File: config.mk
export PLATFORM = sky130hd
export DESIGN_NAME = demux_scheduler_flat
export DESIGN_NICKNAME = d
export VERILOG_FILES = /design/src/rtl/demux_scheduler_if.sv /design/src/rtl/demux_scheduler.sv /design/src/flat_wrapper.sv
export SDC_FILE = /design/constraint.sdc
export NUM_CORES = 1
export LEC_CHECK = 0
export ABC_AREA = 1
export CORE_MARGIN = 2
export CORE_UTILIZATION = 44
export DETAILED_ROUTE_END_ITERATION = 8
export PLACE_DENSITY = 0.83
export SLEW_MARGIN = 25
export SYNTH_ARGS = -nofsm -noshare
export SYNTH_HDL_FRONTEND = slang
export SYNTH_SLANG_ARGS = --single-unit
File: constraint.sdc
create_clock -name clk -period 2.1 [get_ports clk]
set_input_delay 0.42 -clock clk [delete_from_list [all_inputs] [get_ports clk]]
set_output_delay 0.42 -clock clk [all_outputs]
set_load 0.01 [all_outputs]
File: src/rtl/demux_scheduler_if.sv
// Handshake bundle between an upstream producer, the demux scheduler and
// four downstream channels (A..D). The master drives words in and accepts
// them on the far side; the slave is the scheduler.
interface demux_scheduler_if #(
  parameter int unsigned DW = 8
);

  // Upstream side
  logic          in_valid;
  logic          in_ready;
  logic [DW-1:0] in_data;
  logic [1:0]    in_dest;
  logic          mode;

  // Downstream side, bit0=A .. bit3=D
  logic [3:0]    out_valid;
  logic [3:0]    out_ready;
  logic [DW-1:0] out_data;

  // Status
  logic [1:0]    sel;
  logic          busy;
  logic          stall;

  modport master (
    output in_valid,
    output in_data,
    output in_dest,
    output mode,
    output out_ready,
    input  in_ready,
    input  out_valid,
    input  out_data,
    input  sel,
    input  busy,
    input  stall
  );

  modport slave (
    input  in_valid,
    input  in_data,
    input  in_dest,
    input  mode,
    input  out_ready,
    output in_ready,
    output out_valid,
    output out_data,
    output sel,
    output busy,
    output stall
  );

endinterface

File: src/rtl/demux_scheduler.sv
// One-word demultiplexing scheduler. A word accepted from upstream is held
// and offered to exactly one of four channels, chosen either round-robin
// (mode=0) or by an explicit destination (mode=1). A held word that waits
// STALL_LIM cycles raises stall but is never dropped or rerouted.
// Optional feature: define DEMUX_SCHED_STATS_EN to add per-channel 8-bit
// delivery counters readable through stat_sel / stat_count.
module demux_scheduler #(
  parameter int unsigned DW        = 8,
  parameter int unsigned STALL_LIM = 16
) (
  input  logic                    clk,
  input  logic                    rst,
  demux_scheduler_if.slave        bus
`ifdef DEMUX_SCHED_STATS_EN
  ,
  input  logic [1:0]              stat_sel,
  output logic [7:0]              stat_count
`endif
);

  localparam int unsigned NCH    = 4;
  localparam int unsigned SW     = 2;
  localparam int unsigned WCW    = (STALL_LIM < 1) ? 1 : $clog2(STALL_LIM + 1);
  localparam int unsigned STAT_W = 8;

  typedef enum logic [0:0] {
    ST_IDLE = 1'b0,
    ST_SEND = 1'b1
  } state_t;

  state_t            state_q;
  state_t            state_d;

  logic [DW-1:0]     data_q;
  logic [SW-1:0]     sel_q;
  logic [SW-1:0]     rr_q;
  logic [WCW-1:0]    wait_q;

  logic              xfer_in;
  logic              xfer_out;
  logic              in_ready_c;
  logic [SW-1:0]     cap_sel;

  // Handshake qualification: accept when empty or when the held word leaves now
  always_comb begin : handshake
    xfer_out   = (state_q == ST_SEND) && bus.out_ready[sel_q];
    in_ready_c = (state_q == ST_IDLE) || xfer_out;
    xfer_in    = bus.in_valid && in_ready_c;
    cap_sel    = bus.mode ? bus.in_dest : rr_q;
  end

  // State register
  always_ff @(posedge clk) begin
    if (rst) begin
      state_q <= ST_IDLE;
    end else begin
      state_q <= state_d;
    end
  end

  // Next-state logic: stay in SEND on simultaneous in/out transfers
  always_comb begin
    state_d = state_q;
    case (state_q)
      ST_IDLE: begin
        if (xfer_in) begin
          state_d = ST_SEND;
        end
      end
      ST_SEND: begin
        if (xfer_out && !xfer_in) begin
          state_d = ST_IDLE;
        end
      end
      default: begin
        state_d = ST_IDLE;
      end
    endcase
  end

  // Held word, its destination and the round-robin pointer update on capture only
  always_ff @(posedge clk) begin
    if (rst) begin
      data_q <= '0;
      sel_q  <= '0;
      rr_q   <= '0;
    end else if (xfer_in) begin
      data_q <= bus.in_data;
      sel_q  <= cap_sel;
      if (!bus.mode) begin
        rr_q <= rr_q + SW'(1);
      end
    end
  end

  // Wait counter: edges spent in SEND without delivery, saturating at the limit
  always_ff @(posedge clk) begin
    if (rst) begin
      wait_q <= '0;
    end else if (xfer_out || (state_q == ST_IDLE)) begin
      wait_q <= '0;
    end else if (wait_q != WCW'(STALL_LIM)) begin
      wait_q <= wait_q + WCW'(1);
    end
  end

  // Output decode from registered state
  always_comb begin
    bus.out_valid = '0;
    if (state_q == ST_SEND) begin
      bus.out_valid[sel_q] = 1'b1;
    end
    bus.in_ready = in_ready_c;
    bus.out_data = data_q;
    bus.sel      = sel_q;
    bus.busy     = (state_q == ST_SEND);
    bus.stall    = (wait_q == WCW'(STALL_LIM));
  end

`ifdef DEMUX_SCHED_STATS_EN
  logic [STAT_W-1:0] stat_q [NCH];

  // Per-channel delivery counters, wrapping at 2^STAT_W
  always_ff @(posedge clk) begin
    if (rst) begin
      for (int unsigned i = 0; i < NCH; i++) begin
        stat_q[i] <= '0;
      end
    end else if (xfer_out) begin
      stat_q[sel_q] <= stat_q[sel_q] + STAT_W'(1);
    end
  end

  // Counter readback, combinational
  always_comb begin
    stat_count = stat_q[stat_sel];
  end
`endif

endmodule

File: src/flat_wrapper.sv
// flat-port wrapper written by rule: the top's interface ports become plain ports
module demux_scheduler_flat 
#(
  parameter int unsigned DW        = 8,
  parameter int unsigned STALL_LIM = 16
)
  (clk, rst, bus_in_valid, bus_in_data, bus_in_dest, bus_mode, bus_out_ready, bus_in_ready, bus_out_valid, bus_out_data, bus_sel, bus_busy, bus_stall);
  demux_scheduler_if #(.DW(DW)) bus_i ();
  input  logic clk;
  input  logic rst;
  input wire logic [$bits(bus_i.in_valid)-1:0] bus_in_valid;
  input wire logic [$bits(bus_i.in_data)-1:0] bus_in_data;
  input wire logic [$bits(bus_i.in_dest)-1:0] bus_in_dest;
  input wire logic [$bits(bus_i.mode)-1:0] bus_mode;
  input wire logic [$bits(bus_i.out_ready)-1:0] bus_out_ready;
  output wire logic [$bits(bus_i.in_ready)-1:0] bus_in_ready;
  output wire logic [$bits(bus_i.out_valid)-1:0] bus_out_valid;
  output wire logic [$bits(bus_i.out_data)-1:0] bus_out_data;
  output wire logic [$bits(bus_i.sel)-1:0] bus_sel;
  output wire logic [$bits(bus_i.busy)-1:0] bus_busy;
  output wire logic [$bits(bus_i.stall)-1:0] bus_stall;
  assign bus_i.in_valid = bus_in_valid;
  assign bus_i.in_data = bus_in_data;
  assign bus_i.in_dest = bus_in_dest;
  assign bus_i.mode = bus_mode;
  assign bus_i.out_ready = bus_out_ready;
  assign bus_in_ready = bus_i.in_ready;
  assign bus_out_valid = bus_i.out_valid;
  assign bus_out_data = bus_i.out_data;
  assign bus_sel = bus_i.sel;
  assign bus_busy = bus_i.busy;
  assign bus_stall = bus_i.stall;
  demux_scheduler #(.DW(DW), .STALL_LIM(STALL_LIM)) u_core (.clk(clk), .rst(rst), .bus(bus_i));
endmodule
# [After elaboration in Yosys (flattened, before gate mapping)]
# Cells that the tools add are included.
[classes] bitwise=2 muxes=9 n_addsub=2 n_eq_ne=2 reduce_logical=8 order_cmp=2
[op_table] operator="$add A5 B1 Y5 const B" n=1
[op_table] operator="$eq A5 B5 Y1 const B" n=1
[op_table] operator="$ne A5 B5 Y1 const B" n=1
[op_table] operator="$logic_and A1 B1 Y1" n=4
[op_table] operator="$mux W1" n=4
[op_table] operator="$mux W4" n=1
[op_table] operator="$lt A2 B3 Y1 const B" n=1
[op_table] operator="$add A2 B1 Y2 const B" n=1
[op_table] operator="$bmux W1 S2" n=1
[op_table] operator="$demux W1 S2" n=1
[op_table] operator="$ge A2 B1 Y1 const B" n=1
[op_table] operator="$mux W2" n=1
[op_table] operator="$not A1 Y1" n=2
[op_table] operator="$pmux W1 S2" n=1
[op_table] operator="$reduce_and A2 Y1" n=1
[op_table] operator="$reduce_or A2 Y1" n=1
[op_table] operator="$logic_not A1 Y1" n=1
[op_table] operator="$logic_or A1 B1 Y1" n=1
[totals] ff_bits=18 output_inout_bits=17 input_bits=18 wordCells=30

# [Depth between registers and ports, before layout]
[logic_depth] word_depth=9 ltp_mapped=9 ltp_nobuf=9

# [Worst setup path before layout]
# No wires, ideal clock.
[synth_timing] path_type="flip-flop to output port" startpoint="reg u_core.sel_q[1] (netlist: u_core.bus.sel[1])" endpoint="out bus_out_valid[3]" t_required_ns=1.680 stages_incl_launch_ff=3 n_path_buf=0 slack_ns=0.814 arrival_ns=0.866 path_cell_list="dfxtp_1 inv_1 nor3_1"
[synth_via] elab_chain_len=5 elab_cells_between_ends=6 cone_classes="order compare: 2; mux: 3; reduce/logical: 1"
[synth_lines] item="start: declaration" line="demux_scheduler.sv:35" text="logic [SW-1:0] sel_q;"
[synth_lines] item="start signal: assignment" line="demux_scheduler.sv:89" text="sel_q <= cap_sel;"
[synth_lines] item="$lt A2 B3 Y1 (implied by the code) or $ge A2 B1 Y1 (tied branches)" line="demux_scheduler.sv:111" text="bus.out_valid[sel_q] = 1'b1;"
[synth_lines] item="$logic_and A1 B1 Y1 (implied by the code)" line="demux_scheduler.sv:111"
[synth_lines] item="$mux W1 (implied by the code)" line="demux_scheduler.sv:111"
[synth_lines] item="$demux W1 S2 (*)"
[synth_lines] item="$mux W4 (*)" line="demux_scheduler.sv:110" text="if (state_q == ST_SEND) begin"
[synth_lines] item="end: declaration" line="flat_wrapper.sv:17" text="output wire logic [$bits(bus_i.out_valid)-1:0] bus_out_valid;"
# Mark *: on every way between the ends. The rest lies on a longest branch, timed or not.

# [Worst setup path after layout]
[layout_timing] startpoint="reg u_core.sel_q[0] (netlist: u_core.bus.sel[0])" endpoint="out bus_out_valid[1]"
# The elaborated chain is that of the path after synthesis.

==> impl_metrics.tcl <==
set metrics [dict create \
    wl_per_cell_um 10.5 \
    yosysSeqAreaShare 0.442 \
    clock_sinks 18 \
    r2r_start "u_core.bus.sel[0]" \
    r2r_slack_ns 0.69 \
    synth_area_sq_um 815 \
    r2r_cells 10 \
    crit_type "flip-flop to primary output" \
    synth_top_area_cell "dfxtp_1" \
    worstPathRequired_ns 1.68 \
    hold_start "u_core.rr_q[0]" \
    antenna_found_initial 0 \
    cts_buffers 3 \
    critPathArrivalTime_ns 1.54 \
    cts_setup_buffers 0 \
    leakagePower_nw 0.500 \
    synth_seq_cells 18 \
    post-route-util 0.700 \
    drtIter0Drc 21 \
    gp_congestion 0.714 \
    final.fill_count 151 \
    synth_top_area_share 0.442 \
    clk_pin_slew_worst_paths_ns 0.09 \
    synthTopCellsByArea "dfxtp_1, nor2_1, nand2_1, o21ai_1, inv_1" \
    dpl.hpwl_um 1470 \
    start_kind "flip-flop" \
    power_density_nw_per_um2 607 \
    layout-drive-gt1-share 0.108 \
    postSynthCellCount 111 \
    postRouteAntennaNets 0 \
    rsz0062_at_grt "false" \
    fmax_mhz 509 \
    grt_max_degree 14 \
    overflow 0 \
    post-route-period-util 0.935 \
    dieWidth_um 47.0 \
    finalWorstSetupSlack_ns 0.136 \
    tns_ns 0 \
    layout.nets 170 \
    drv.max_cap_violation_count 0 \
    grtUsageTotal 0.187 \
    dieArea_sq_um 2210 \
    crit_start "u_core.bus.sel[0]" \
    crit_fanout 7 \
    cts_buffer_depth 2 \
    via_count 828 \
    drtPass1Iterations 4 \
    die_y_um 47.0 \
    end_kind "primary output" \
    min_path_cells 2 \
    max_slew_margin 0.818 \
    yosys_warnings 0 \
    htree_levels 1 \
    antenna_cells 0 \
    syn_to_final_growth_pct 48.4 \
    reg2reg_to "u_core.bus.out_data[2]" \
    syn_avg_cell_area_sq_um 7.34 \
    tightestPinTransition_ns 0.273 \
    holdPathEnd "u_core.rr_q[0]" \
    synth_cell_types 21 \
    vdd_drop_max_uv 348 \
    coreArea_sq_um 1730 \
    hold_violations 0 \
    grt_pass1_vias 724 \
    dp_cells 170 \
    via_per_inst 4.79 \
    io_pins 35 \
    fin_crit_ns 1.96 \
    dp_slack_ns -0.0269 \
    outcome "complete, no violations" \
    cts_tree "done" \
    drc_errors 0 \
    start_util 0.472 \
    holdCritPathClass "flip-flop to flip-flop" \
    syn-num-nets 131 \
    finClkSkew_ns 0.000323 \
    finalPower_mw 0.734 \
    layoutNonFillerInstCount 173 \
    grt_pass1_wl_um 2870 \
    finalSetupViolCount 0 \
    clkLatencyLatePin_ns 0.28 \
    drt-total-wl_um 1820 \
    root_buffer "clkbuf_4" \
    io_buffers 34 \
    final_max_slew_viol_count 0 \
    core.rowCount 15 \
]
## registers in the layout (all words and copies together) (netlist names)
signal               count
u_core.bus.busy          1
u_core.bus.out_data      8
u_core.bus.sel           2
u_core.rr_q              2
u_core.wait_q            5
## final cells by class
type                            count  area [sq um]  share of cell area
Sequential cell                    18           364               0.301
Timing Repair Buffer               36           353               0.292
Inverter                           11          41.3              0.0342
Multi-Input combinational cell     80           397               0.328
Tap cell                           25          31.3              0.0259
Clock buffer                        3          22.5              0.0186
## power breakdown
part	leakage [nW]	internal [mW]	total, mW	switching (mW)
clock	0.0138	0.0666	0.165	0.0981
combinational	0.338	0.0998	0.185	0.0849
sequential	0.149	0.366	0.384	0.0183
total	0.500	0.532	0.734	0.201
## synthesized netlist by cell type (all sizes together)
library cell,n
nor2,25
nand2,21
dfxtp,18
o21ai,13
inv,11
a21oi,5
nand3,5
nor3,4
ha,2
nand4,2
buf,1
clkbuf,1
nand3b,1
or2,1
xor2,1
## per-stage QoR
stage	hold slack (ns)	area [sq um]
after floorplan	0.442	815
after global placement	0.462	1180
after detailed placement	0.469	1180
after CTS	0.485	1200
after global routing	0.513	1210
final	0.481	1210
## worst max-delay path by stage
stage / slack (ns) / endpoint
after CTS: 0.01 / bus_out_valid[1]
after floorplan: 0.81 / bus_out_valid[3]
after detailed placement: -0.03 / bus_in_ready
after global routing: 0.06 / bus_out_valid[1]
final: 0.14 / bus_out_valid[1]
after global placement: -0.01 / bus_in_ready
## worst max-delay path: stages (launching register included)
cell	delay (ns)
dfxtp_2	0.41
inv_2	0.08
nor3_1	0.20
clkdlybuf4s50_1	0.57
## cells in the final DEF, fill, tap and decap left out, types with 3 or more instances in the layout
cell type        instances
nand3_1                  4
inv_1                    9
dfxtp_1                 15
dfxtp_2                  3
clkbuf_4                 3
a21oi_1                  5
nor3_1                   4
clkdlybuf4s50_1         32
nand2_1                 18
nor2_1                  25
o21ai_0                  3
o21ai_1                  9
## routing by layer
metal	GRT usage	part of all wire	vias up
met5	0	0	-
met4	0.0667	0.0088	0
met3	0.0577	0.055	2
met2	0.321	0.50	28
met1	0.219	0.43	367
li1	-	-	431
## what timing repair did
item | CTS | global route
endpoints found under the setup margin | 2 | 3
endpoints found under the hold margin | 0 | 0
gates resized for setup | 2 | 3
hold buffers | 0 | 0
## kinds of logic after synthesis
logic type | after synthesis | synth area share
adders and majority gates | 2 | 0.0307
buffers and inverters | 13 | 0.0707
and+or+nand+nor | 59 | 0.330
DFF | 18 | 0.442
xor gates and xnor gates | 1 | 0.0108
AOI/OAI and AO/OA | 18 | 0.115
Note: power is estimated with default switching activity, not from simulation.
==> RTL edit, RTL diff (config.mk and constraints unchanged) <==
`DW` is set to 8 in 3 places; all go to 6.
--- a/src/rtl/demux_scheduler_if.sv
+++ b/src/rtl/demux_scheduler_if.sv
@@ -2,7 +2,7 @@
 // four downstream channels (A..D). The master drives words in and accepts
 // them on the far side; the slave is the scheduler.
 interface demux_scheduler_if #(
-  parameter int unsigned DW = 8
+  parameter int unsigned DW = 6
 );
 
   // Upstream side
--- a/src/rtl/demux_scheduler.sv
+++ b/src/rtl/demux_scheduler.sv
@@ -5,7 +5,7 @@
 // Optional feature: define DEMUX_SCHED_STATS_EN to add per-channel 8-bit
 // delivery counters readable through stat_sel / stat_count.
 module demux_scheduler #(
-  parameter int unsigned DW        = 8,
+  parameter int unsigned DW        = 6,
   parameter int unsigned STALL_LIM = 16
 ) (
   input  logic                    clk,
--- a/src/flat_wrapper.sv
+++ b/src/flat_wrapper.sv
@@ -1,7 +1,7 @@
 // flat-port wrapper written by rule: the top's interface ports become plain ports
 module demux_scheduler_flat 
 #(
-  parameter int unsigned DW        = 8,
+  parameter int unsigned DW        = 6,
   parameter int unsigned STALL_LIM = 16
 )
   (clk, rst, bus_in_valid, bus_in_data, bus_in_dest, bus_mode, bus_out_ready, bus_in_ready, bus_out_valid, bus_out_data, bus_sel, bus_busy, bus_stall);
Ports: changed (resized bus_in_data and bus_out_data); port bits go from 35 to 31. The function was not compared with the original's and may differ.
==> RTL edit against the unedited design <==
  * Power down 9.5%
  * Synthesized area down 8.6%
  * Routed wire length down 12%
  * Synthesized cell count down 8.1%
  * Design area down 8.3%
  * Sequential cell count down 2
  * Clock power down 5%
  * Combinational power down 11%
  * Cell count down 12%
  * Core utilization up 1.9 points
  * Critical path depth unchanged
  * Worst setup slack worse by 46 ps
  * Die area down 7.9%
  * Non-clock buffer count down 3
  * Largest cell class unchanged
==> RTL edit: results (changes against the unedited design) <==
status:
  status: "finished clean"
cells_and_area:
  largest_reg_flops: 6  # -2
  fin_nets: 157  # -7.6%
  fillerInstances: 134  # -11%
  drive_gt1_share_pct: 12.41  # +1.6 points
  n_antenna_cell: 0  # unchanged
drt:
  via_per_inst: 5.020  # +4.9%
  firstDrtPassIters: 4  # unchanged
  wire_per_inst_um: 10.41  # -0.98%
  drt_iter0_markers: 8  # -62%
synth:
  synthFlopType: "dfxtp_1"
  seq_area_frac_synth_pct: 43.03  # -1.2 points
  synth.distinct_cells: 21  # unchanged
  synth_nets: 120  # -8.4%
  synth_warnings: 0  # unchanged
  ys_top_cells_by_area: "dfxtp_1, nor2_1, nand2_1"
  synth_common_cells: "nor2_1, nand2_1, dfxtp_1"
  async_flop_share_pct: 0  # unchanged
critical_path:
  cpMaxStageDelayCell: "clkdlybuf4s50_1"
  crit_family: "buffers and inverters"
  critPathArrivalTime_ps: 1590  # +50 ps
  crit_fanout: 6  # -1
  slowest_delay_ps: 560
global_route:
  grt.met1_usage_pct: 17.78  # -4.2 points
  grt_pass1_vias: 629  # -13%
  use_met2_pct: 31.14  # -0.91 points
  grt_max_degree: 13  # -1
  track_usage_pct: 17.36  # -1.3 points
  grt_pass1_wl_mm: 2.518  # -12%
  antenna_found_initial: 0  # unchanged
  met3_usage_pct: 6.800  # +1.0 points
timing:
  max_slew.worst_pin.slew_ps: 300.3  # +27.67 ps
  final.setup_skew_ps: 2.617  # +2.294 ps
placement:
  globalplace.congestion: 0.7260  # +1.7%
  place_hpwl_mm: 1.298  # -11%
  place_ws_ps: -27.77  # -0.8707 ps
  port_buffers: 30  # -12%
hold_path:
  worst_hold_path_type: "register to register"
clocking:
  cts_buffer_depth: 2  # unchanged
  cts_buffers: 3  # unchanged
  clk-insertion-delay-late_ps: 280  # about the same
  cts_root_buffer: "clkbuf_4"
  clk_pin_slew_ps: 90  # about the same
  post_cts_buffers: 0  # unchanged
  ctsHtreeMaxLevel: 1  # unchanged
power_and_ir_drop:
  peakVddDrop_v: 0.0004618  # +33%
  leakage_nw: 0.4805  # -4.0%
RTL edit: cell types whose count changed after synthesis, sizes merged:
cell / change
buf: -1
dfxtp: -2
nor2: -4
o21ai: -2
RTL edit: what timing repair did:
| item | 4_1_cts | 5_1_grt |
|---|---|---|
| setup endpoints to repair | 1 | 3 |
| resized for setup | 1 | 4 |
| hold endpoints to repair | 0 | 0 |
RTL edit: where the power goes:
group          switching (W)  internal [W]
logic              0.0000746     0.0000909
registers          0.0000169      0.000324
clock network      0.0000907     0.0000666
total               0.000182      0.000481
RTL edit: cells by family (layout without fill, tap and decap cells):
| family | Yosys count | after routing | synth area share [%] |
|---|---|---|---|
| AO/OA/AOI/OAI | 16 | 16 | 11.26 |
| adder cells (fa/ha/maj) | 2 | 2 | 3.361 |
| AND/OR/NAND/NOR | 55 | 55 | 34.62 |
| XOR/XNOR | 1 | 1 | 1.177 |
| buffers and inverters | 12 | 47 | 6.554 |
| flip-flops | 16 | 16 | 43.03 |
RTL edit: layout make-up:
cell class	count	area (um^2)	share of cell area, %
inverter	11	43.79	3.950
tap	16	20.02	1.806
sequential	16	322.8	29.12
clock buffer	3	22.52	2.032
multi-input combinational	74	375.4	33.86
timing repair buffer	33	324.1	29.23
RTL edit: per-stage QoR:
stage               area [um^2]   power, W  hold slack, ps  setup TNS [ps]  cells
floorplan                 744.5  0.0004207           450.0               0    102
global route               1109  0.0007030           508.2               0    153
global placement           1082  0.0005108           465.8          -16.16    150
CTS                        1104  0.0006713           489.2               0    153
finish                     1109  0.0006637           486.2               0    153
detailed placement         1082  0.0005153           471.8          -27.77    150
RTL edit: metal layers:
layer	part of all wire, %	wire length [um]	vias up
met2	52	829	32
met4	0.57	9	0
met1	39	615	333
met5	0	0	-
met3	8.7	138	2
li1	-	-	401
RTL edit: final timing paths:
kind | from | endpoint | slack [ps] | cells past startpoint
hold reg to reg | u_core.rr_q[0]$_SDFFE_PP0P_ | u_core.rr_q[0]$_SDFFE_PP0P_ | 490 | 2
hold / removal | u_core.rr_q[0]$_SDFFE_PP0P_ | u_core.rr_q[0]$_SDFFE_PP0P_ | 490 | 2
setup reg to reg | u_core.bus.sel[0]$_SDFFE_PP0P_ | u_core.bus.sel[0]$_SDFFE_PP0P_ | 770 | 10
setup / recovery | u_core.bus.sel[1]$_SDFFE_PP0P_ | bus_out_valid[3] | 90 | 3
RTL edit: worst reg2reg max path, cell delays in order (launching register included):
cell and delay [ps]:
dfxtp_2 410, inv_2 70, nand2_1 60, nand2_1 40
nand2_1 110, nand3_4 80, buf_4 160, nand2_4 110
inv_4 70, nor2_1 80, nor2_1 50
